[config.mk]
export PLATFORM = sky130hd
export DESIGN_NAME = qarma_ctr_keystream
export DESIGN_NICKNAME = d
export VERILOG_FILES = /design/src/rtl/qarma_ctr_keystream.sv
export SDC_FILE = /design/constraint.sdc
export NUM_CORES = 1
export LEC_CHECK = 0
export BUFFER_PORTS_ARGS = -buffer_cell sky130_fd_sc_hd__buf_2
export CORE_ASPECT_RATIO = 1.2
export CORE_MARGIN = 4
export CORE_UTILIZATION = 50
export DETAILED_ROUTE_END_ITERATION = 8
export GPL_ROUTABILITY_DRIVEN = 0
export GPL_TIMING_DRIVEN = 0
export PLACE_DENSITY = 0.77
export SETUP_SLACK_MARGIN = 0.4
export SYNTH_ARGS = -nofsm -noshare
export SYNTH_HDL_FRONTEND = slang
export SYNTH_SLANG_ARGS = --single-unit
export TNS_END_PERCENT = 10
[constraint.sdc]
create_clock -name clk -period 7.39 [get_ports clk]
set_input_delay 0.3695 -clock clk [delete_from_list [all_inputs] [get_ports clk]]
set_output_delay 0.3695 -clock clk [all_outputs]
set_load 0.05 [all_outputs]
[src/rtl/qarma_ctr_keystream.sv]
// rtl/qarma_ctr_keystream.sv - counter-mode keystream sequencer around a Qarma64 core
module qarma_ctr_keystream #(
  parameter int DEPTH = 4
) (
  input  logic                    clk,
  input  logic                    nrst,
  input  logic                    start,
  input  logic                    abort,
  input  logic [31:0]             nonce,
  input  logic [31:0]             ctr_init,
  input  logic [15:0]             nblocks,
  output logic                    busy,
  output logic                    done,
  output logic [31:0]             ctr_cur,
  output logic [$clog2(DEPTH):0]  level,
  output logic                    core_nrst,
  output logic [63:0]             core_in,
  input  logic [63:0]             core_out,
  input  logic                    core_rdy,
  output logic                    ks_valid,
  input  logic                    ks_ready,
  output logic [63:0]             ks_data
);

  localparam int AW = $clog2(DEPTH);
  localparam int LW = AW + 1;
  localparam logic [LW-1:0] FULL_LEVEL = LW'(DEPTH);

  typedef enum logic [1:0] {
    S_IDLE,
    S_LOAD,
    S_RUN,
    S_PUSH
  } state_t;

  state_t state;
  state_t state_nxt;

  logic [31:0]   nonce_q;
  logic [15:0]   remaining;
  logic [63:0]   capture;
  logic [63:0]   mem [DEPTH];
  logic [AW-1:0] wr_ptr;
  logic [AW-1:0] rd_ptr;
  logic [LW-1:0] level_nxt;

  logic full;
  logic push;
  logic pop;
  logic accept;
  logic zero_start;
  logic last_push;
  logic grab;

  // Next-state and per-cycle control strobes; abort overrides everything
  always_comb begin
    state_nxt  = state;
    accept     = 1'b0;
    zero_start = 1'b0;
    push       = 1'b0;
    last_push  = 1'b0;
    grab       = 1'b0;
    full       = (level == FULL_LEVEL);
    pop        = ks_valid && ks_ready && !abort;
    if (abort) begin
      state_nxt = S_IDLE;
    end else begin
      case (state)
        S_IDLE: begin
          if (start) begin
            if (nblocks != 16'd0) begin
              accept    = 1'b1;
              state_nxt = S_LOAD;
            end else begin
              zero_start = 1'b1;
            end
          end
        end
        S_LOAD: begin
          state_nxt = S_RUN;
        end
        S_RUN: begin
          if (core_rdy) begin
            grab      = 1'b1;
            state_nxt = S_PUSH;
          end
        end
        S_PUSH: begin
          // Push is judged against the pre-pop level, so a full FIFO stalls here
          if (!full) begin
            push = 1'b1;
            if (remaining == 16'd1) begin
              last_push = 1'b1;
              state_nxt = S_IDLE;
            end else begin
              state_nxt = S_LOAD;
            end
          end
        end
        default: state_nxt = S_IDLE;
      endcase
    end
    level_nxt = level + LW'(push) - LW'(pop);
  end

  // FSM state register
  always_ff @(posedge clk or negedge nrst) begin
    if (!nrst) begin
      state <= S_IDLE;
    end else begin
      state <= state_nxt;
    end
  end

  // Registered outputs, run bookkeeping and FIFO pointers
  always_ff @(posedge clk or negedge nrst) begin
    if (!nrst) begin
      busy      <= 1'b0;
      done      <= 1'b0;
      ctr_cur   <= 32'd0;
      core_nrst <= 1'b0;
      core_in   <= 64'd0;
      nonce_q   <= 32'd0;
      remaining <= 16'd0;
      capture   <= 64'd0;
      level     <= '0;
      ks_valid  <= 1'b0;
      wr_ptr    <= '0;
      rd_ptr    <= '0;
    end else begin
      done      <= last_push || zero_start;
      busy      <= (state_nxt != S_IDLE);
      // The core runs in RUN and must keep its result held through a stalled PUSH
      core_nrst <= (state_nxt == S_RUN) || (state_nxt == S_PUSH);
      if (accept) begin
        nonce_q   <= nonce;
        ctr_cur   <= ctr_init;
        remaining <= nblocks;
        core_in   <= {nonce, ctr_init};
      end
      if (grab) begin
        capture <= core_out;
      end
      if (push) begin
        ctr_cur   <= ctr_cur + 32'd1;
        remaining <= remaining - 16'd1;
        core_in   <= {nonce_q, ctr_cur + 32'd1};
        wr_ptr    <= wr_ptr + 1'b1;
      end
      if (abort) begin
        level    <= '0;
        ks_valid <= 1'b0;
        wr_ptr   <= '0;
        rd_ptr   <= '0;
      end else begin
        level    <= level_nxt;
        ks_valid <= (level_nxt != '0);
        if (pop) begin
          rd_ptr <= rd_ptr + 1'b1;
        end
      end
    end
  end

  // FIFO storage; contents need no reset because the head is masked when empty
  always_ff @(posedge clk) begin
    if (push) begin
      mem[wr_ptr] <= capture;
    end
  end

  assign ks_data = (level != '0) ? mem[rd_ptr] : 64'd0;

endmodule

==> results.txt, run 1 <==
Async SR Flop Fraction = 42.5%
Starting Density = 50.6%
Initial DRC Count = 838
total grt overflow = 0
drt wl/cell = 20.7 um
M1 GR Usage = 26.9%
CP Max Fanout = 10
met2 Resource Use GR = 38.0%
Placed Cells = 2015
synthesized instance count = 1225
Hold Path Origin = ctr_init[21]
cell family with most CP delay = buffers and inverters
Setup Skew = 0.0139 ns
fin crit share = 43.9%
drt via density = 5.62
Final Max Slew Viols = 0
cts bufs inserted = 42
Die X-Extent = 182 um
yosys warns = 0
PortBufs = 316
pre-CTS setup slack = 4.10 ns
Startpoint Class = flop
sequential share of the synthesized area = 68.4%
Total GRT Usage = 21.8%
via count = 11800
largest net degree at the start of global routing = 110
Seq cells post-synth = 445
Die Span Y = 217 um
Compound-Gate Fraction of Synth Area = 3.83%
num ports = 317
max_cap viols = 0
Worst EP arrival = 3.67 ns
Leak = 8.89 nW
Max Clock Freq = 308 MHz
Hold WC Path Type = in -> reg
RSZ-0062 raised after global routing = no
Post-DP Area = 0.0205 mm^2
dominant synthesized flop cell = edfxtp_1
Worst Path Buf+Inv = 6
main combinational cell family by area after synthesis = multiplexers
Total Wirelength = 43.4 mm
Worst Hold Path EP = ctr_cur[21]$_DFFE_PN0P_
RR Startpoint = level[1]$_DFF_PN0_
Placeable Area = 0.0358 mm^2
antenna violations before repair = 8
Final Worst Setup Slack = 4.14 ns
hold path depth = 3
worst setup path category = reg -> reg
worst path cell trace = or3b_1 > clkbuf_1 > and2_1 > buf_4 > inv_4 > buf_4 > ha_1 > inv_1 > ha_1 > inv_1 > fa_1 > xor2_1 > xnor2_1 > a31oi_1
post-cts sizing count = 0
Mapped Nets = 1385
First-pass DRT Iterations = 5
PD cells = 358 mW/mm^2
CTS Sinks = 445
GR Layer Usage met3 = 5.60%
status = completed
clock slew at reported path FFs = 0.07 ns
final-report setup violation count = 0
first-pass GRT wire length = 67.6 mm
TritonCTS clock tree = done
setup_tns = 0 ns
HPWL after DPL = 29.2 mm
Setup crit end kind = flop
final instance area = 0.0219 mm^2
count of cell types in the netlist = 61
Avg Inst Size Synth = 14.8 um^2
Most Used Layer, Global Route = met2
leading cell type in the layout, fill and taps excluded = buf_2
Non-Filler Instances = 2091
Post-Synth Adder-Cell Area = 0.731%
worst reg-to-reg setup slack = 4.14 ns
# rows = 76
R2R cell count = 14
maximum root-to-sink buffer count = 3
Die Area = 0.0394 mm^2
most frequent cells in the layout = 342 x buf_2, 256 x edfxtp_1, 204 x nand2_1, 189 x dfrtp_1, 65 x nor2b_1
Area Growth Syn to Fin = 20.8%
mux contribution to synthesized area = 12.0%
Post-Syn Area = 0.0182 mm^2
Critical Path Max Stage Delay = 0.45 ns
Clock Latency Late Sink = 0.54 ns
share of cells above drive strength 1 = 36.8%
Setup Fix Bufs, Post-CTS = 0
vias in the first global route = 12100
Final #Nets = 1752
number of synthesized flops with an enable pin = 256
Post-DRT Antenna Nets = 0
Final Hold Viols = 0
Worst path slowest cell = dfrtp_1
Worst R2R End = ks_valid$_DFF_PN0_
Pwr Total = 7.84 mW
CTS Hold Bufs = 1
Root Driver = clkbuf_16
Worst Tran Pin Value = 0.871 ns
CP required = 7.81 ns
# H-tree levels = 2
fin crit period = 3.25 ns
Relative slew margins = 42.0%
Synth Area in XOR/XNOR = 0.289%
drt drc = 0
Peak supply drop = 0.268 mV
post-synthesis simple-gate area fraction = 11.6%
-- routing by layer --
metal	up-vias	share of wire, %	routed length (um)
met4	12	3.1	1330
met2	561	51	22000
met3	107	8.7	3770
met1	5833	37	16200
li1	5245	-	-
met5	-	0.18	80
-- cells by family (layout without fill, tap and decap cells) --
group | count (synthesis) | after routing
flops | 445 | 445
mux | 129 | 129
simple gates | 440 | 440
xor+xnor | 6 | 6
compound gates | 93 | 93
fa+ha+maj | 10 | 10
buf+inv | 102 | 498
other cells | 0 | 2
-- sequential cells by signal, summed over array words and instances, names as in the netlist --
| register | flops |
|---|---|
| busy | 1 |
| core_nrst | 1 |
| remaining | 16 |
| wr_ptr | 2 |
| state | 2 |
| capture | 64 |
| ks_valid | 1 |
| done | 1 |
| rd_ptr | 2 |
| nonce_q | 32 |
| level | 3 |
| ctr_cur | 31 |
| mem | 256 |
| core_in | 33 |
-- worst max-delay path by stage --
stage,startpoint,to,slack (ns),cells past startpoint
2_1_floorplan,level[2]$_DFF_PN0_,ks_valid$_DFF_PN0_,4.29,14
3_3_place_gp,nrst,capture[15]$_DFFE_PN0P_,2.50,1
3_5_place_dp,level[1]$_DFF_PN0_,ks_valid$_DFF_PN0_,4.10,14
4_1_cts,level[1]$_DFF_PN0_,ks_valid$_DFF_PN0_,4.10,14
5_1_grt,level[1]$_DFF_PN0_,ks_valid$_DFF_PN0_,3.90,14
6_report,level[1]$_DFF_PN0_,ks_valid$_DFF_PN0_,4.14,14
-- cell usage after synthesis (all sizes together), types with 10 or more instances --
cell type	n	area share [%]
nand4	11	0.38
nor2b	65	2.2
o21ai	13	0.36
o311ai	10	0.48
nand3	55	1.5
nor4	11	0.58
nor2	50	1.0
mux4	64	7.9
nor3	16	0.44
inv	12	0.26
dfrtp	189	26
buf	71	2.5
mux2	64	4.0
clkbuf	19	0.39
edfxtp	256	42
a211oi	13	0.54
a21oi	12	0.33
nand2	205	4.3
-- layout make-up --
cell class	count	area (um^2)
Tap cell	468	586
Clock buffer	57	1170
Inverter	12	47.5
Multi-Input combinational cell	678	5180
Fill cell	2640	13900
Timing Repair Buffer	323	1750
Buffer	90	533
Sequential cell	445	12400
Clock inverter	16	235
Antenna cell	2	5.00
-- worst register-to-register path, delay by kind of cell (launching register included) --
kind / cells / cell delay (ns)
AO/OA/AOI/OAI: 1 / 0.11
buffers and inverters: 6 / 0.86
flip-flops: 1 / 0.45
AND/OR/NAND/NOR: 2 / 0.59
XOR/XNOR: 2 / 0.36
adder cells (fa/ha/maj): 3 / 0.76
-- stage by stage --
stage	hold WS (ns)	utilization, %
after global placement	0.457	56.7
after detailed placement	0.440	57.2
after floorplan	0.0739	-
final	0.0393	61.2
after CTS	0.0138	61.1
after global routing	0.0261	61.2
-- power breakdown --
| part | leakage, nW | internal (mW) | total, mW | switching [mW] |
|---|---|---|---|---|
| logic | 3.59 | 0.649 | 2.15 | 1.50 |
| clock network | 0.681 | 1.29 | 2.19 | 0.904 |
| registers | 4.63 | 3.14 | 3.50 | 0.360 |
| total | 8.89 | 5.08 | 7.84 | 2.76 |
Power figures use the tool's default switching activity.
==> run 2, diff against run 1 <==
PLACE_DENSITY = 0.8   (was 0.77)
clock period = 2.7 ns   (was 7.39 ns; I/O delays follow)
==> results.txt, run 2 (synthesis gave the netlist of run 1 again) <==
Final #Nets = 1925
Placed Cells = 2015
via count = 13200
Largest regs = mem: 256 flops, capture: 64 flops, core_in: 33 flops
Starting Density = 50.6%
Critical Path Max Stage Delay = 0.41 ns
register area = 0.0124 mm^2
Post-DRT Antenna Nets = 0
total grt overflow = 0
Worst Tran Pin Value = 0.822 ns
Peak supply drop = 0.815 mV
pre-CTS setup slack = -0.302 ns
Setup crit end kind = flop
# H-tree levels = 2
Die X-Extent = 182 um
share of cells above drive strength 1 = 39.0%
drt drc = 0
Clock Latency Late Sink = 0.56 ns
Die Area = 0.0394 mm^2
Final Max Slew Viols = 0
largest net degree at the start of global routing = 101
Root Driver = clkbuf_16
Hold WC Path Type = in -> reg
Reg with most FFs = mem
TritonCTS clock tree = done
CP Max Fanout = 2
Total GRT Usage = 25.4%
Area Growth Syn to Fin = 35.7%
drt wl/cell = 24.3 um
HPWL after DPL = 30.6 mm
Worst path slowest cell = dfrtp_2
RSZ-0062 raised after global routing = yes
fin crit share = 99.7%
Max Clock Freq = 372 MHz
Pwr Total = 23.1 mW
Relative slew margins = 45.2%
worst setup path category = reg -> reg
first-pass GRT wire length = 78.4 mm
maximum root-to-sink buffer count = 3
First-pass DRT Iterations = 6
DR WL met3 = 4.77 mm
Worst Path Buf+Inv = 6
PD cells = 938 mW/mm^2
Startpoint Class = flop
status = completed
Total Wirelength = 55.2 mm
wl on met1 = 18.9 mm
cell family with most CP delay = adder cells
leading cell type in the layout, fill and taps excluded = buf_2
# rows = 76
Worst EP arrival = 3.10 ns
CP required = 3.11 ns
Non-Filler Instances = 2269
utilization after layout = 68.7%
cts bufs inserted = 43
PortBufs = 316
final-report setup violation count = 0
CTS Sinks = 445
Post-DP Area = 0.0205 mm^2
Die Span Y = 217 um
Placeable Area = 0.0358 mm^2
fin crit period = 2.69 ns
Setup Skew = 0.0214 ns
hold_ws = 0.0112 ns
Fillers = 2196
Leak = 10.0 nW
worst path cell trace = or3b_4 > buf_8 > and2_4 > buf_12 > clkinv_8 > buf_12 > ha_4 > inv_4 > ha_4 > inv_2 > fa_2 > xor2_1 > xnor2_1 > a31oi_1
number of flip-flops in the largest register = 256
Final Worst Setup Slack = 0.00874 ns
Initial DRC Count = 1473
most frequent cells in the layout = 286 x buf_2, 256 x edfxtp_1, 203 x nand2_1, 184 x dfrtp_1, 146 x dlygate4sd3_1
clock slew at reported path FFs = 0.06 ns
num ports = 317
final instance area = 0.0246 mm^2
antenna violations before repair = 2
vias in the first global route = 13600
multi-input logic area = 0.00552 mm^2
WL met2 = 28.9 mm
max_cap viols = 0
drt via density = 5.82
uppermost layer routed = met5
setup_tns = 0 ns
Final Hold Viols = 0
[run 2: changes by cell type in the layout (fill, tap and decap cells not counted), sizes merged]
cell,before,now
clkinvlp,2,1
inv,13,12
buf,393,420
bufinv,5,1
clkbuf,76,83
clkinv,8,13
dlygate4sd3,1,146
[run 2: cell type report]
| type | count | share of cell area (%) |
|---|---|---|
| multi-input cells | 678 | 22.4 |
| plain buffers | 90 | 3.05 |
| repair buffers | 495 | 16.0 |
| diodes | 2 | 0.0203 |
| flip-flops and latches | 445 | 50.4 |
| clock buffers | 64 | 4.97 |
| clock inverters | 15 | 0.518 |
| inverters | 12 | 0.244 |
| well taps | 468 | 2.38 |
[run 2: metal layers]
layer  vias up  track usage (%)
li1       5615                -
met1      6619             30.2
met2       807             45.7
met3       164             5.18
met4         2             9.71
met5         -                0
[run 2: report_power, final]
group | total, mW | leakage [nW] | switching (mW) | internal [mW]
Clock | 5.86 | 0.664 | 2.60 | 3.26
Sequential | 9.69 | 4.62 | 1.09 | 8.59
Combinational | 7.56 | 4.74 | 4.73 | 2.83
[run 2: timing repair]
action	4_1_cts	5_1_grt
cloned	2	4
pin swaps	4	7
setup buffers	12	9
endpoints found under the setup margin	103	286
hold endpoints to repair	279	0
gates resized for setup	62	308
hold buffers	146	0
[run 2: worst reg2reg max path: stages (launching register included)]
cell and delay, ns:
dfrtp_2 0.41, or3b_4 0.41, buf_8 0.13, and2_4 0.13, buf_12 0.12, clkinv_8 0.04, buf_12 0.09, ha_4 0.19
inv_4 0.05, ha_4 0.11, inv_2 0.03, fa_2 0.32, xor2_1 0.16, xnor2_1 0.22, a31oi_1 0.12
[run 2: final timing paths]
path	start	endpoint	slack, ns	cells after the start
worst max-delay path	level[1]$_DFF_PN0_	ks_valid$_DFF_PN0_	0.009	14
worst max register to register	level[1]$_DFF_PN0_	ks_valid$_DFF_PN0_	0.009	14
max in group asynchronous	nrst	level[1]$_DFF_PN0_	1.54	3
worst min register to register	core_in[42]$_DFFE_PN0P_	core_in[42]$_DFFE_PN0P_	0.47	2
worst min-delay path	abort	level[2]$_DFF_PN0_	0.01	3
min in group asynchronous	nrst	nonce_q[4]$_DFFE_PN0P_	0.18	2
==> run 3, diff against run 2 <==
CORE_MARGIN = 8   (was 4)
GPL_ROUTABILITY_DRIVEN = 1   (was 0)
PLACE_DENSITY = 0.77   (was 0.8)
clock period = 2.9 ns   (was 2.7 ns; I/O delays follow)
==> results.txt, run 3 (synthesis gave the netlist of run 1 again) <==
fin crit period = 2.62 ns
worst path cell trace = or3b_4 > buf_8 > and2_4 > buf_6 > inv_8 > buf_12 > ha_4 > inv_4 > ha_4 > inv_2 > fa_2 > xor2_1 > xnor2_1 > a31oi_1
Die X-Extent = 190 um
Max Clock Freq = 382 MHz
Leak = 9.70 nW
First-pass DRT Iterations = 5
Critical Path Max Stage Delay = 0.41 ns
number of flip-flops in the largest register = 256
Setup crit end kind = flop
drt wl/cell = 21.9 um
Peak supply drop = 0.750 mV
Hold WC Path Type = in -> reg
max_cap viols = 0
multi-input logic area = 0.00522 mm^2
Startpoint Class = flop
drt drc = 0
Initial DRC Count = 1050
register area = 0.0124 mm^2
leading cell type in the layout, fill and taps excluded = buf_2
GP Congestion = 0.906
via count = 12800
most frequent cells in the layout = 341 x buf_2, 256 x edfxtp_1, 204 x nand2_1, 187 x dfrtp_1, 146 x dlygate4sd3_1
largest net degree at the start of global routing = 102
setup_tns = 0 ns
Root Driver = clkbuf_16
Pwr Total = 20.6 mW
Clock Latency Late Sink = 0.56 ns
utilization after layout = 66.1%
worst setup path category = reg -> reg
Final Max Slew Viols = 0
Fillers = 2377
Worst path slowest cell = or3b_4
RSZ-0062 raised after global routing = yes
CTS Sinks = 445
Area Growth Syn to Fin = 30.6%
fin crit share = 90.4%
Placeable Area = 0.0358 mm^2
PortBufs = 316
Die Area = 0.0427 mm^2
hold_ws = 0.0167 ns
maximum root-to-sink buffer count = 3
Relative slew margins = 46.5%
share of cells above drive strength 1 = 36.1%
CP Max Fanout = 3
# H-tree levels = 2
Total Wirelength = 49.6 mm
clock slew at reported path FFs = 0.06 ns
worst reg-to-reg setup slack = 0.28 ns
Largest regs = mem: 256 flops, capture: 64 flops, core_in: 33 flops
drt via density = 5.64
antenna violations before repair = 5
final-report setup violation count = 0
Final Hold Viols = 0
# rows = 76
Starting Density = 50.6%
Post-DRT Antenna Nets = 0
Worst EP arrival = 3.06 ns
status = completed
Reg with most FFs = mem
PD cells = 869 mW/mm^2
crit-path most repeated cell = ha_4
cts bufs inserted = 43
Die Span Y = 225 um
total grt overflow = 0
Worst Tran Pin Value = 0.803 ns
Final #Nets = 1916
HPWL after DPL = 30.6 mm
Setup Skew = 0.0245 ns
num ports = 317
vias in the first global route = 13800
TritonCTS clock tree = done
Total GRT Usage = 23.1%
first-pass GRT wire length = 77.4 mm
CP required = 3.34 ns
## run 3: cell type report
cell class | instances | share of cell area (%)
tap | 468 | 2.47
inverter | 12 | 0.232
multi-input combinational | 678 | 22.0
clock inverter | 19 | 0.987
sequential | 445 | 52.4
clock buffer | 61 | 5.25
antenna | 2 | 0.0211
buffer | 90 | 2.57
timing repair buffer | 486 | 14.1
## run 3: what timing repair did
| item | in CTS | in global routing |
|---|---|---|
| endpoints found under the setup margin | 66 | 62 |
| endpoints found under the hold margin | 266 | 0 |
| pin swaps | 8 | 8 |
| gates resized for setup | 39 | 12 |
| buffers inserted | 13 | 6 |
| hold buffers | 146 | 0 |
## run 3: report_power, final
part / switching, mW / internal [mW] / total (mW)
Clock: 2.40 / 3.38 / 5.78
Combinational: 3.99 / 1.87 / 5.86
Sequential: 0.961 / 8.00 / 8.96
## run 3: worst paths after layout
path	from	end	depth (start not counted)
hold / removal	abort	level[0]$_DFF_PN0_	3
max in group asynchronous	nrst	capture[14]$_DFFE_PN0P_	3
hold reg to reg	core_in[57]$_DFFE_PN0P_	core_in[57]$_DFFE_PN0P_	2
setup reg to reg	level[0]$_DFF_PN0_	ks_valid$_DFF_PN0_	14
min in group asynchronous	nrst	core_in[36]$_DFFE_PN0P_	2
setup / recovery	level[0]$_DFF_PN0_	ks_valid$_DFF_PN0_	14
## run 3: routing by layer
layer | routed length (um) | GRT usage [%]
met3 | 4370 | 6.15
met2 | 25600 | 40.5
met1 | 17900 | 26.5
met5 | 35 | 0
met4 | 1710 | 8.96
## run 3: stage by stage
stage / std cells / setup slack, ns / instance area, um^2
floorplan: 1225 / -0.198 / 18200
global placement: 2009 / -2.18 / 20300
detailed placement: 2014 / -0.346 / 20500
CTS: 2253 / 0.164 / 23600
global route: 2261 / 0.182 / 23700
finish: 2261 / 0.280 / 23700
## run 3: worst max-delay path, delay by kind of cell, from the launching register on
| kind | cells | cell delay [ns] |
|---|---|---|
| and+or+nand+nor | 2 | 0.54 |
| xor gates and xnor gates | 2 | 0.33 |
| adders and majority gates | 3 | 0.64 |
| AOI/OAI and AO/OA | 1 | 0.11 |
| buffers and inverters | 6 | 0.48 |
| DFF | 1 | 0.40 |
